File: config.mk
export PLATFORM = sky130hd
export DESIGN_NAME = fetch_ctrl
export DESIGN_NICKNAME = d
export VERILOG_FILES = /design/src/rtl/fetch_ctrl.sv
export SDC_FILE = /design/constraint.sdc
export NUM_CORES = 1
export LEC_CHECK = 0
export ABC_CLOCK_PERIOD_IN_PS = 3800
export BUFFER_PORTS_ARGS = -buffer_cell sky130_fd_sc_hd__buf_2
export CAP_MARGIN = 10
export CORE_UTILIZATION = 62
export CTS_BUF_LIST = sky130_fd_sc_hd__clkbuf_16
export CTS_CLUSTER_DIAMETER = 60
export DETAILED_ROUTE_END_ITERATION = 7
export PLACE_DENSITY = 0.86
export SLEW_MARGIN = 30
export SYNTH_ARGS = -nofsm -noshare
export SYNTH_HDL_FRONTEND = slang
export SYNTH_SLANG_ARGS = --single-unit
File: constraint.sdc
create_clock -name clk -period 3.8 [get_ports clk]
set_input_delay 0.38 -clock clk [delete_from_list [all_inputs] [get_ports clk]]
set_output_delay 0.38 -clock clk [all_outputs]
set_load 0.1 [all_outputs]
File: src/rtl/fetch_ctrl.sv
// fetch_ctrl: instruction-fetch sequencer. Owns the fetch PC, issues SRAM-style
// requests, tracks in-flight fetches and squashes stale responses after redirects.
// Params: MAX_OUT (1..4) outstanding limit / FIFO depth, RESET_PC fetch PC after reset.
// Ports:
//   clk, resetn           clock, async active-low reset
//   inst_req/inst_addr    bus request (held with stable addr until inst_addr_ok)
//   inst_addr_ok          request accepted this cycle
//   inst_data_ok          in-order bus response
//   data_ok_o             response for a live fetch (stale ones filtered)
//   redirect_i/_pc_i      one-cycle restart pulse and target
//   accept_i              decode consumed head entry
//   valid_o/pc_o/exc_o    FIFO head; exccode_o = AdEL when exc_o
// Optional: define FETCH_PERFCNT_EN to add perfcnt_discard / perfcnt_stall.
module fetch_ctrl #(
  parameter int          MAX_OUT  = 2,
  parameter logic [31:0] RESET_PC = 32'hbfc00000
) (
  input  logic        clk,
  input  logic        resetn,
  output logic        inst_req,
  output logic [31:0] inst_addr,
  input  logic        inst_addr_ok,
  input  logic        inst_data_ok,
  output logic        data_ok_o,
  input  logic        redirect_i,
  input  logic [31:0] redirect_pc_i,
  input  logic        accept_i,
  output logic        valid_o,
  output logic [31:0] pc_o,
  output logic        exc_o,
  output logic [4:0]  exccode_o
`ifdef FETCH_PERFCNT_EN
  ,
  output logic [31:0] perfcnt_discard,
  output logic [31:0] perfcnt_stall
`endif
);

  localparam int CW = $clog2(MAX_OUT + 1);
  localparam int PW = (MAX_OUT > 1) ? $clog2(MAX_OUT) : 1;
  localparam logic [CW-1:0] MAXC  = CW'(MAX_OUT);
  localparam logic [PW-1:0] LASTP = PW'(MAX_OUT - 1);
  localparam logic [4:0]    ADEL  = 5'h04;

  typedef enum logic {
    FETCH,
    HALT
  } state_t;

  state_t          state;
  logic [31:0]     pc;
  logic [31:0]     fifo_pc  [MAX_OUT];
  logic            fifo_exc [MAX_OUT];
  logic [PW-1:0]   rd_ptr;
  logic [PW-1:0]   wr_ptr;
  logic [CW-1:0]   fifo_cnt;
  logic [CW-1:0]   inflight;
  logic [CW-1:0]   discard_cnt;
  logic            redir_pend;
  logic [31:0]     redir_pc;

  logic            acc;
  logic            dok;
  logic            redir_hold;
  logic            redir_now;
  logic            pend_done;
  logic            flush;
  logic            push;
  logic            push_exc;
  logic            pop;
  logic [CW-1:0]   inflight_n;
  logic [CW-1:0]   cnt_n;
  logic [CW-1:0]   discard_n;
  logic [31:0]     pc_n;
  state_t          state_n;
  logic            redir_pend_n;
  logic            req_n;

  function automatic logic [PW-1:0] ptr_inc(input logic [PW-1:0] p);
    return (p == LASTP) ? '0 : p + PW'(1);
  endfunction

  assign inst_addr = pc;
  assign valid_o   = (fifo_cnt != '0);
  assign pc_o      = fifo_pc[rd_ptr];
  assign exc_o     = valid_o & fifo_exc[rd_ptr];
  assign exccode_o = exc_o ? ADEL : 5'h00;
  // A response with nothing in flight is spurious and never forwarded.
  assign data_ok_o = inst_data_ok & (inflight != '0) & (discard_cnt == '0);

  always_comb begin
    acc        = inst_req & inst_addr_ok;
    dok        = inst_data_ok & (inflight != '0);
    // A redirect cannot retract a pending request; park the target instead.
    redir_hold = redirect_i & inst_req & ~inst_addr_ok;
    redir_now  = redirect_i & ~redir_hold;
    pend_done  = redir_pend & acc & ~redirect_i;
    flush      = redirect_i | pend_done;
    push_exc   = (state == FETCH) & (pc[1:0] != 2'b00)
               & (fifo_cnt < MAXC) & ~redirect_i;
    push       = (acc & ~redir_pend & ~redirect_i) | push_exc;
    pop        = accept_i & valid_o & ~redirect_i;

    inflight_n = inflight + CW'(acc) - CW'(dok);
    cnt_n      = fifo_cnt + CW'(push) - CW'(pop);
    discard_n  = discard_cnt - CW'(dok & (discard_cnt != '0));
    if (flush) begin
      cnt_n     = '0;
      // Everything still on the bus belongs to the old stream.
      discard_n = inflight_n;
    end

    pc_n    = pc;
    state_n = state;
    if (redir_now) begin
      pc_n    = redirect_pc_i;
      state_n = FETCH;
    end else if (pend_done) begin
      pc_n    = redir_pc;
      state_n = FETCH;
    end else if (acc) begin
      pc_n    = pc + 32'd4;
    end else if (push_exc) begin
      state_n = HALT;
    end

    redir_pend_n = redir_hold | (redir_pend & ~acc);

    // Registered request: evaluated on next-cycle state so it never drops
    // before inst_addr_ok.
    req_n = (state_n == FETCH) & (pc_n[1:0] == 2'b00)
          & (cnt_n < MAXC) & (inflight_n < MAXC);
  end

  always_ff @(posedge clk or negedge resetn) begin
    if (!resetn) begin
      state       <= FETCH;
      pc          <= RESET_PC;
      rd_ptr      <= '0;
      wr_ptr      <= '0;
      fifo_cnt    <= '0;
      inflight    <= '0;
      discard_cnt <= '0;
      redir_pend  <= 1'b0;
      redir_pc    <= '0;
      inst_req    <= 1'b0;
      for (int i = 0; i < MAX_OUT; i++) begin
        fifo_pc[i]  <= '0;
        fifo_exc[i] <= 1'b0;
      end
    end else begin
      state       <= state_n;
      pc          <= pc_n;
      fifo_cnt    <= cnt_n;
      inflight    <= inflight_n;
      discard_cnt <= discard_n;
      redir_pend  <= redir_pend_n;
      inst_req    <= req_n;
      if (redir_hold) begin
        redir_pc <= redirect_pc_i;
      end
      if (flush) begin
        rd_ptr <= '0;
        wr_ptr <= '0;
      end else begin
        if (push) begin
          fifo_pc[wr_ptr]  <= pc;
          fifo_exc[wr_ptr] <= push_exc;
          wr_ptr           <= ptr_inc(wr_ptr);
        end
        if (pop) begin
          rd_ptr <= ptr_inc(rd_ptr);
        end
      end
    end
  end

`ifdef FETCH_PERFCNT_EN
  logic stall;

  assign stall = (state == FETCH) & (pc[1:0] == 2'b00) & ~redir_pend
               & ((fifo_cnt >= MAXC) | (inflight >= MAXC));

  always_ff @(posedge clk or negedge resetn) begin
    if (!resetn) begin
      perfcnt_discard <= '0;
      perfcnt_stall   <= '0;
    end else begin
      if (dok & (discard_cnt != '0)) begin
        perfcnt_discard <= perfcnt_discard + 32'd1;
      end
      if (stall) begin
        perfcnt_stall <= perfcnt_stall + 32'd1;
      end
    end
  end
`endif

endmodule

==> results of run 1 <==
[synthesized netlist by cell type, types with 12 or more instances]
library cell,number,share of area (%)
dfrtp_1,132,44
nand2_1,26,1.3
mux2_2,105,16
o22ai_1,18,1.5
nor3_1,13,0.87
nor2_1,45,2.3
nand3_1,12,0.81
o21ai_0,34,2.3
buf_2,18,1.2
xnor2_1,14,1.6
a21oi_1,34,2.3
clkbuf_1,16,0.81
mux2_4,30,6.0
[stage by stage]
step | worst slack [ns] | area [um2] | instances
floorplan | 0.6058 | 7467 | 656
global placement | 1.173 | 7955 | 862
detailed placement | 1.037 | 7955 | 862
CTS | 1.339 | 8578 | 894
global route | 1.166 | 8582 | 894
finish | 1.334 | 8582 | 894
[worst register-to-register path, stage by stage (launching register included)]
cell and delay (ns):
dfrtp_1 0.56, nor3_1 0.44, nor2_1 0.12, ha_1 0.31, inv_1 0.06, ha_1 0.14
xor2_1 0.19, xnor2_1 0.16, nor2_1 0.08, nor4b_1 0.29
[kinds of logic after synthesis]
family,Yosys count,share of synthesized area [%]
AO/OA/AOI/OAI,122,10.02
other,1,0.05030
buffers and inverters,64,4.581
AND/OR/NAND/NOR,155,11.48
multiplexers,139,22.45
XOR/XNOR,25,2.937
flip-flops,141,47.47
adder cells (fa/ha/maj),6,1.007
[state kept, by name, summed over array words and instances (netlist names)]
register	count
fifo_exc	2
inst_addr	32
fifo_pc	64
redir_pc	32
redir_pend	1
inst_req	1
inflight	2
rd_ptr	1
wr_ptr	1
fifo_cnt	2
state	1
discard_cnt	2
[cell type report]
type / count / area, um2
multi-input combinational: 451 / 3591
timing repair buffer: 115 / 604.3
fill: 738 / 2983
tap: 143 / 178.9
inverter: 12 / 45.04
clock inverter: 15 / 197.7
sequential: 141 / 3540
clock buffer: 17 / 425.4
[worst max-delay path by stage]
stage | from | end | slack, ns | cells past startpoint
detailed placement | inst_addr_ok | inst_req | 1.04 | 12
CTS | inst_addr[1] | fifo_pc[32] | 1.34 | 5
global route | redir_pend | inst_req | 1.17 | 9
global placement | inst_addr_ok | inst_req | 1.17 | 12
floorplan | rd_ptr | exccode_o[2] | 0.61 | 5
finish | redir_pend | inst_req | 1.33 | 9
[metal layers]
| layer | global-route usage (%) | wire length, um |
|---|---|---|
| met2 | 50.27 | 9082 |
| met4 | 14.41 | 583 |
| met1 | 41.19 | 7603 |
| met3 | 6.587 | 1388 |
| met5 | 0 | 0 |
[layout by cell type, fill, tap and decap left out, drive strengths merged, types with 9 or more instances in the layout]
| cell | netlist | routed |
|---|---|---|
| and3 | 12 | 12 |
| nor3 | 15 | 15 |
| nand2 | 26 | 26 |
| xor2 | 11 | 11 |
| inv | 12 | 14 |
| mux2 | 136 | 136 |
| nor2 | 46 | 46 |
| xnor2 | 14 | 14 |
| dfstp | 9 | 9 |
| a21oi | 34 | 34 |
| nand3 | 12 | 12 |
| o21ai | 37 | 37 |
| nand4 | 9 | 9 |
| dfrtp | 132 | 132 |
| o22ai | 18 | 18 |
| buf | 36 | 115 |
| clkbuf | 16 | 17 |
==> implementation parameters, run 1 <==
Parameter                              Value

STA
  Clock skew after layout    0.005149 ns
  Aggregate negative setup slack    0 ns
  Number of hold violations in the final report    18
  Pins over their slew limit    0
  Maximum operating frequency    between 0.4 and 0.5 GHz
  Final hold slack    -0.02458 ns
  Slew Limit Headroom    around 43%
  Period Utilization, post-route    64.90%
  Slew at the pin closest to its max-slew limit    about 0.84 ns
  RSZ-0062 raised after global routing    false
  Min Clock Period, post-route    2.466 ns
  Setup violations, final    0

Finish
  Layout cell share with drive strength beyond 1    between 40% and 50%
  Total number of nets in the final design    782
  Synthesis-to-finish area growth    15.10%
  Post-Route Utilization    around three quarters
  Ant. Diodes    0

Critical path
  Crit path largest cell delay    around 0.56 ns
  Cell chain of the critical path    nor3_1, nor2_1, ha_1, inv_1, ha_1, xor2_1, xnor2_1, nor2_1, nor4b_1
  Terminus of the critical flop-to-flop path    inst_req
  Worst EP arrival    ~2.8 ns
  Slowest CP cell    dfrtp_1
  Setup slack of the most critical reg-to-reg path    1.33 ns
  Type of origin of the critical path    register
  Crit path capture type    register
  Crit path buffers/inverters    1
  Biggest fanout along the worst timing path    14
  Reg2Reg Depth    9
  Required arrival time at the worst endpoint    4.12 ns
  Top Family by Delay on Critical Path    simple AND/OR/NAND/NOR gates
  Reg2reg start    redir_pend
  Type of the setup path with the least slack    reg2reg

Run status
  Run status    finished, violations left
  Failing checks    design-rule violations, negative hold slack

Drt
  Vias after detailed routing    between 5,000 and 6,000
  Antenna Violating Nets Remaining    0
  Starting DRC count in detailed routing    about 620
  Routed wire length    roughly 19 mm
  First-pass iteration count of the detailed router    8
  DR WL/cell    20.87 um
  DRC violation count after routing    6
  Via-to-Cell Ratio    6.465

Synth
  Fraction of registers with async set/reset    between 90% and 100%
  Predominant post-synthesis flop cell    dfrtp_1
  Synthesized area per cell    roughly 11 um2
  Cell area after synthesis    approximately 7500 um2
  Fraction of the yosys area taken by sequential cells    47.47%
  Number of standard cells after synthesis    about 650
  Unique masters post-synth    60
  Post-synth EDFFs    0
  Yosys synthesis warning count    0
  Post-synthesis register bit count    141

Clock tree
  Root Buffer Master    clkbuf_16
  Insertion delay of the later-clocked pin in the worst-skew pair    0.43 ns
  H-tree levels    4
  Total of cells resized after clock tree synthesis    0
  Number of buffers added to fix hold violations after cts    0
  CTS Sinks    between 100 and 150
  CTS buffer count    17
  Clock tree from TritonCTS    yes
  Clock-pin slew on the worst setup and hold paths    approximately 0.060 ns
  Worst-case clock buffer depth    2
  Post-CTS Setup Repair Bufs    0

Floorplan
  Die X    around 110 um
  Row count    39
  Standard cell core area    roughly 12,000 um2
  Area of the die    12,470 um2
  Starting density of the core    between 60% and 70%
  Die H    111.7 um
  Top-Level Pins    ~110

Global routing
  Remaining global-route overflow    0
  Vias in the first global route    5,882
  Global-route wire length before repair    between 30 and 40 mm
  Antenna violations before repair    0
  Largest net degree at the start of global routing    between 80 and 90
  Total Routing Usage GR    between 30% and 40%

Placed design
  Weighted congestion at the end of routability-driven global placement    0.9303
  Number of buffers inserted by port buffering    between 100 and 150
  Post-DP HPWL    12.11 mm

Min path
  Hold Path Class    in2async

Job
  Number of max-cap violations    0
Power of run 1 is left out: the tool's default activity adds up to more than one toggle a clock period on the data nets, which glitch-free logic cannot reach.
==> run 2, diff against run 1 <==
ABC_CLOCK_PERIOD_IN_PS = 2600   (was 3800)
CORE_UTILIZATION = 58   (was 62)
PLACE_DENSITY = 0.81   (was 0.86)
clock period = 2.6 ns   (was 3.8 ns; I/O delays follow)
==> implementation parameters, run 2 (synthesis results as in run 1) <==
Parameter                              Value

Placed design
  Post-DP HPWL    12.52 mm (+3.4%)
  Placed Cells    906 (+5.1%)
  Total placed instance area    8130 um2 (+2.2%)
  Weighted congestion at the end of routability-driven global placement    0.9859 (+6.0%)
  Number of buffers inserted by port buffering    106 (unchanged)

Finish
  Final Instance Area    8730 um2 (+1.7%)
  Top register by number of flip-flops    fifo_pc
  Ant. Diodes    0 (unchanged)
  Synthesis-to-finish area growth    17.08%
  Final cell count without fillers    939 (+5.0%)
  Layout cell share with drive strength beyond 1    41.46% (+0.85 points)
  Area used by multi-input combinational logic    3595 um2 (+0.10%)
  Fill cell count    903 (+22%)
  Most common cell after layout, fill and taps aside    dfrtp_1
  Reg area    3546 um2 (+0.18%)
  Most used cells in the layout excluding fill and tap cells    129 x dfrtp_1, 105 x mux2_2, 105 x buf_2, 44 x nor2_1
  Total number of nets in the final design    798 (+2.0%)
  Flip-flop count of the largest register, all copies and words added    64 (unchanged)

STA
  Pins over their slew limit    0 (unchanged)
  Period Utilization, post-route    87.25% (+22 points)
  Min Clock Period, post-route    2.268 ns (-0.1980 ns)
  Final hold slack    0.06366 ns (+0.08824 ns)
  Clock skew after layout    0.005815 ns (+0.0006658 ns)
  Setup violations, final    0 (unchanged)
  Slew Limit Headroom    45.22% (+2.0 points)
  Slew at the pin closest to its max-slew limit    0.8217 ns (-0.02101 ns)
  RSZ-0062 raised after global routing    false
  Maximum operating frequency    0.4408 GHz (+8.7%)
  Aggregate negative setup slack    0 ns (unchanged)
  Number of hold violations in the final report    0 (-18)

Drt
  Antenna Violating Nets Remaining    0 (unchanged)
  Starting DRC count in detailed routing    564 (-8.9%)
  First-pass iteration count of the detailed router    7 (-1)
  DR WL/cell    19.72 um (-5.5%)
  Via-to-Cell Ratio    6.236 (-3.5%)
  Routed wire length    18.52 mm (-0.75%)
  DRC violation count after routing    0 (-6)
  Vias after detailed routing    5,856 (+1.3%)

Critical path
  Crit path capture type    register
  Required arrival time at the worst endpoint    2.91 ns (-1.21 ns)
  Biggest fanout along the worst timing path    6 (-8)
  Worst EP arrival    2.58 ns (-0.21 ns)
  Setup slack of the most critical reg-to-reg path    0.33 ns (-1.00 ns)
  Crit. Startpoint    inst_addr[1]
  Type of the setup path with the least slack    reg2reg
  Type of origin of the critical path    register
  Reg2reg start    inst_addr[1]

Floorplan
  Starting density of the core    59.32% (-5.1 points)
  Row count    41 (+5.1%)
  Die H    115.4 um (+3.3%)
  Standard cell core area    12,570 um2 (+8.7%)
  Area of the die    13,310 um2 (+6.8%)
  Die X    115.4 um (+3.3%)
  Top-Level Pins    111 (unchanged)

Global routing
  Largest net degree at the start of global routing    54 (-33%)
  Global-route wire length before repair    29.55 mm (-2.3%)
  Total Routing Usage GR    29.23% (-2.1 points)
  Vias in the first global route    5,778 (-1.8%)
  Antenna violations before repair    0 (unchanged)
  Remaining global-route overflow    0 (unchanged)

Job
  Number of max-cap violations    0 (unchanged)

Clock tree
  CTS Sinks    141 (unchanged)
  Worst-case clock buffer depth    2 (unchanged)
  CTS buffer count    17 (unchanged)
  H-tree levels    4 (unchanged)
  Insertion delay of the later-clocked pin in the worst-skew pair    0.42 ns (about the same)
  Clock-pin slew on the worst setup and hold paths    0.06 ns (about the same)
  Root Buffer Master    clkbuf_16
  Clock tree from TritonCTS    yes

Min path
  Hold Path Class    in2reg
  Critical hold path startpoint    redirect_pc_i[15]

Run status
  Run status    finished, final reports clean
run 2: cell types whose count changed in the layout (fill, tap and decap cells not counted), sizes merged:
cell,before,now
buf,115,130
clkinvlp,4,0
clkinv,5,7
inv,14,16
dlygate4sd3,0,1
run 2: metal layers:
metal  global-route usage [%]  wire length (um)  share of wire, %
met1                    38.58              7814                42
met2                    45.67              8866                48
met3                    6.168              1258               6.8
met4                    14.98               578               3.1
met5                        0                 0                 0
run 2: path summary, 6_finish.rpt:
path,endpoint,cells past startpoint
min,redir_pc[15],2
max,inst_req,10
max in group asynchronous,inst_addr[22],3
min reg2reg,redir_pc[15],1
min in group asynchronous,fifo_pc[31],2
max reg2reg,inst_req,10
run 2: critical path, stage by stage, from the launching register on:
cell and delay, ns:
dfrtp_2 0.44, nor2_1 0.30, nor4_4 0.08, nor2_1 0.21, ha_1 0.27, inv_1 0.06
ha_1 0.15, xor2_1 0.18, xnor2_1 0.14, nor2_1 0.07, nor4b_1 0.27
run 2: final cells by class:
| type | count | area share, % |
|---|---|---|
| clock inverter | 15 | 1.878 |
| inverter | 12 | 0.5160 |
| clock buffer | 17 | 4.873 |
| timing repair buffer | 131 | 8.471 |
| tap | 172 | 2.465 |
| sequential | 141 | 40.62 |
| multi-input combinational | 451 | 41.18 |
run 2: metrics by stage:
stage	worst slack, ns	utilization (%)
floorplan	0.03206	-
global placement	0.4435	64.69
detailed placement	0.3916	64.69
CTS	0.3436	69.46
global route	0.1648	69.46
finish	0.3316	69.46
run 2: what timing repair did:
action / CTS / global route
endpoints found under the hold margin: 45 / 0
hold buffers: 1 / 0
setup buffers: 0 / 0
gates resized for setup: 0 / 0
Power of run 2 is left out for the same reason.
==> run 3, diff against run 2 <==
==> constraint.sdc (replaced) <==
create_clock -name clk -period 2.6 [get_ports clk]
set_input_delay 0.78 -clock clk [delete_from_list [all_inputs] [get_ports clk]]
set_output_delay 0.78 -clock clk [all_outputs]
set_load 0.1 [all_outputs]
==> implementation parameters, run 3 (synthesis results as in run 1) <==
Parameter                              Value

Critical path
  Worst EP arrival    1.66 ns (-0.92 ns)
  Crit path largest cell delay    0.69 ns (+0.25 ns)
  Cell chain of the critical path    buf_2
  Slowest CP cell    dfrtp_1
  Crit path capture type    output port
  Type of the setup path with the least slack    reg2out
  Crit path buffers/inverters    1 (unchanged)
  Biggest fanout along the worst timing path    8 (+2)
  Type of origin of the critical path    register
  Required arrival time at the worst endpoint    1.82 ns (-1.09 ns)
  Top Family by Delay on Critical Path    flip-flops

Finish
  Most common cell after layout, fill and taps aside    dfrtp_1
  Flip-flop count of the largest register, all copies and words added    64 (unchanged)
  Layout cell share with drive strength beyond 1    43.35% (+1.9 points)
  Top register by number of flip-flops    fifo_pc
  Most used cells in the layout excluding fill and tap cells    129 x dfrtp_1, 105 x mux2_2, 70 x buf_2, 44 x nor2_1, 41 x buf_12
  Synthesis-to-finish area growth    26.85%
  Ant. Diodes    0 (unchanged)
  Total number of nets in the final design    813 (+1.9%)

Drt
  Starting DRC count in detailed routing    614 (+8.9%)
  Routed met3 length    1.663 mm (+32%)
  Vias after detailed routing    5,897 (+0.70%)
  Routed wire length    20.04 mm (+8.2%)
  DR WL/cell    21.00 um (+6.5%)
  Via-to-Cell Ratio    6.181 (-0.88%)
  DRC violation count after routing    0 (unchanged)
  Length of routed met2 wiring    9.969 mm (+12%)
  Uppermost routed layer    met4
  Antenna Violating Nets Remaining    0 (unchanged)
  WL met1    7.839 mm (+0.32%)
  First-pass iteration count of the detailed router    6 (-1)

STA
  Worst setup margin    0.1633 ns (-0.1683 ns)
  Number of hold violations in the final report    0 (unchanged)
  Aggregate negative setup slack    0 ns (unchanged)
  Setup violations, final    0 (unchanged)
  Slew at the pin closest to its max-slew limit    0.7923 ns (-0.02935 ns)
  Clock skew after layout    0.005579 ns (-0.0002359 ns)
  Pins over their slew limit    0 (unchanged)
  RSZ-0062 raised after global routing    false
  Slew Limit Headroom    46.98% (+1.8 points)
  Maximum operating frequency    0.4104 GHz (-6.9%)
  Period Utilization, post-route    93.72% (+6.5 points)
  Min Clock Period, post-route    2.437 ns (+0.1683 ns)

Global routing
  Total Routing Usage GR    31.72% (+2.5 points)
  Vias in the first global route    6,021 (+4.2%)
  Global-route wire length before repair    31.59 mm (+6.9%)
  Antenna violations before repair    0 (unchanged)
  Largest net degree at the start of global routing    65 (+20%)
  Remaining global-route overflow    0 (unchanged)

Floorplan
  Die X    115.4 um (unchanged)
  Die H    115.4 um (unchanged)
  Row count    41 (unchanged)
  Standard cell core area    12,570 um2 (unchanged)
  Starting density of the core    59.32% (unchanged)
  Top-Level Pins    111 (unchanged)
  Area of the die    13,310 um2 (unchanged)

Clock tree
  Post-CTS Setup Repair Bufs    0 (unchanged)
  Insertion delay of the later-clocked pin in the worst-skew pair    0.43 ns (about the same)
  Clock-pin slew on the worst setup and hold paths    0.06 ns (about the same)
  Total of cells resized after clock tree synthesis    0 (unchanged)
  Root Buffer Master    clkbuf_16
  H-tree levels    4 (unchanged)
  CTS buffer count    17 (unchanged)
  Clock tree from TritonCTS    yes
  CTS Sinks    141 (unchanged)
  Worst-case clock buffer depth    2 (unchanged)
  Number of buffers added to fix hold violations after cts    0 (-1)

Placed design
  Post-DP HPWL    13.34 mm (+6.6%)
  Number of buffers inserted by port buffering    106 (unchanged)
  Weighted congestion at the end of routability-driven global placement    0.8753 (-11%)
  Post-placement worst setup slack    -0.06762 ns (-0.4592 ns)

Run status
  Run status    finished, final reports clean

Job
  Number of max-cap violations    0 (unchanged)

Min path
  Hold Path Class    in2async
-- run 3: final cells by class --
| class | instances | area, um2 |
|---|---|---|
| clock buffers | 17 | 425.4 |
| clock inverters | 15 | 180.2 |
| fillers | 747 | 3110 |
| inverters | 12 | 45.04 |
| multi-input cells | 451 | 3611 |
| flip-flops and latches | 141 | 3543 |
| well taps | 172 | 215.2 |
| repair buffers | 146 | 1438 |
-- run 3: final timing paths --
| check | start | end | slack [ns] | depth (start not counted) |
|---|---|---|---|---|
| worst min register to register | redir_pc[15] | redir_pc[15] | 0.50 | 1 |
| max in group asynchronous | resetn | inst_addr[25] | 1.48 | 2 |
| worst max register to register | fifo_cnt[1] | inst_req | 0.33 | 11 |
| worst max-delay path | inst_addr[10] | inst_addr[10] | 0.16 | 1 |
| worst min-delay path | resetn | fifo_pc[10] | 0.34 | 1 |
| min in group clk | redir_pc[15] | redir_pc[15] | 0.50 | 1 |
-- run 3: per-layer routing --
layer  up-vias  track usage [%]
met2       326            51.90
met1      2914            40.63
met4         0            15.41
met5         -                0
met3        61            6.062
li1       2596                -
-- run 3: metrics by stage --
step	instance area, um2	std cells	hold WS (ns)	utilization (%)
2_1_floorplan	7501	656	0.4621	-
3_3_place_gp	8852	922	0.4805	70.43
3_5_place_dp	8852	922	0.4874	70.43
4_1_cts	9458	954	0.3608	75.25
5_1_grt	9458	954	0.3925	75.25
6_report	9458	954	0.3405	75.25
Power of run 3 is left out for the same reason.
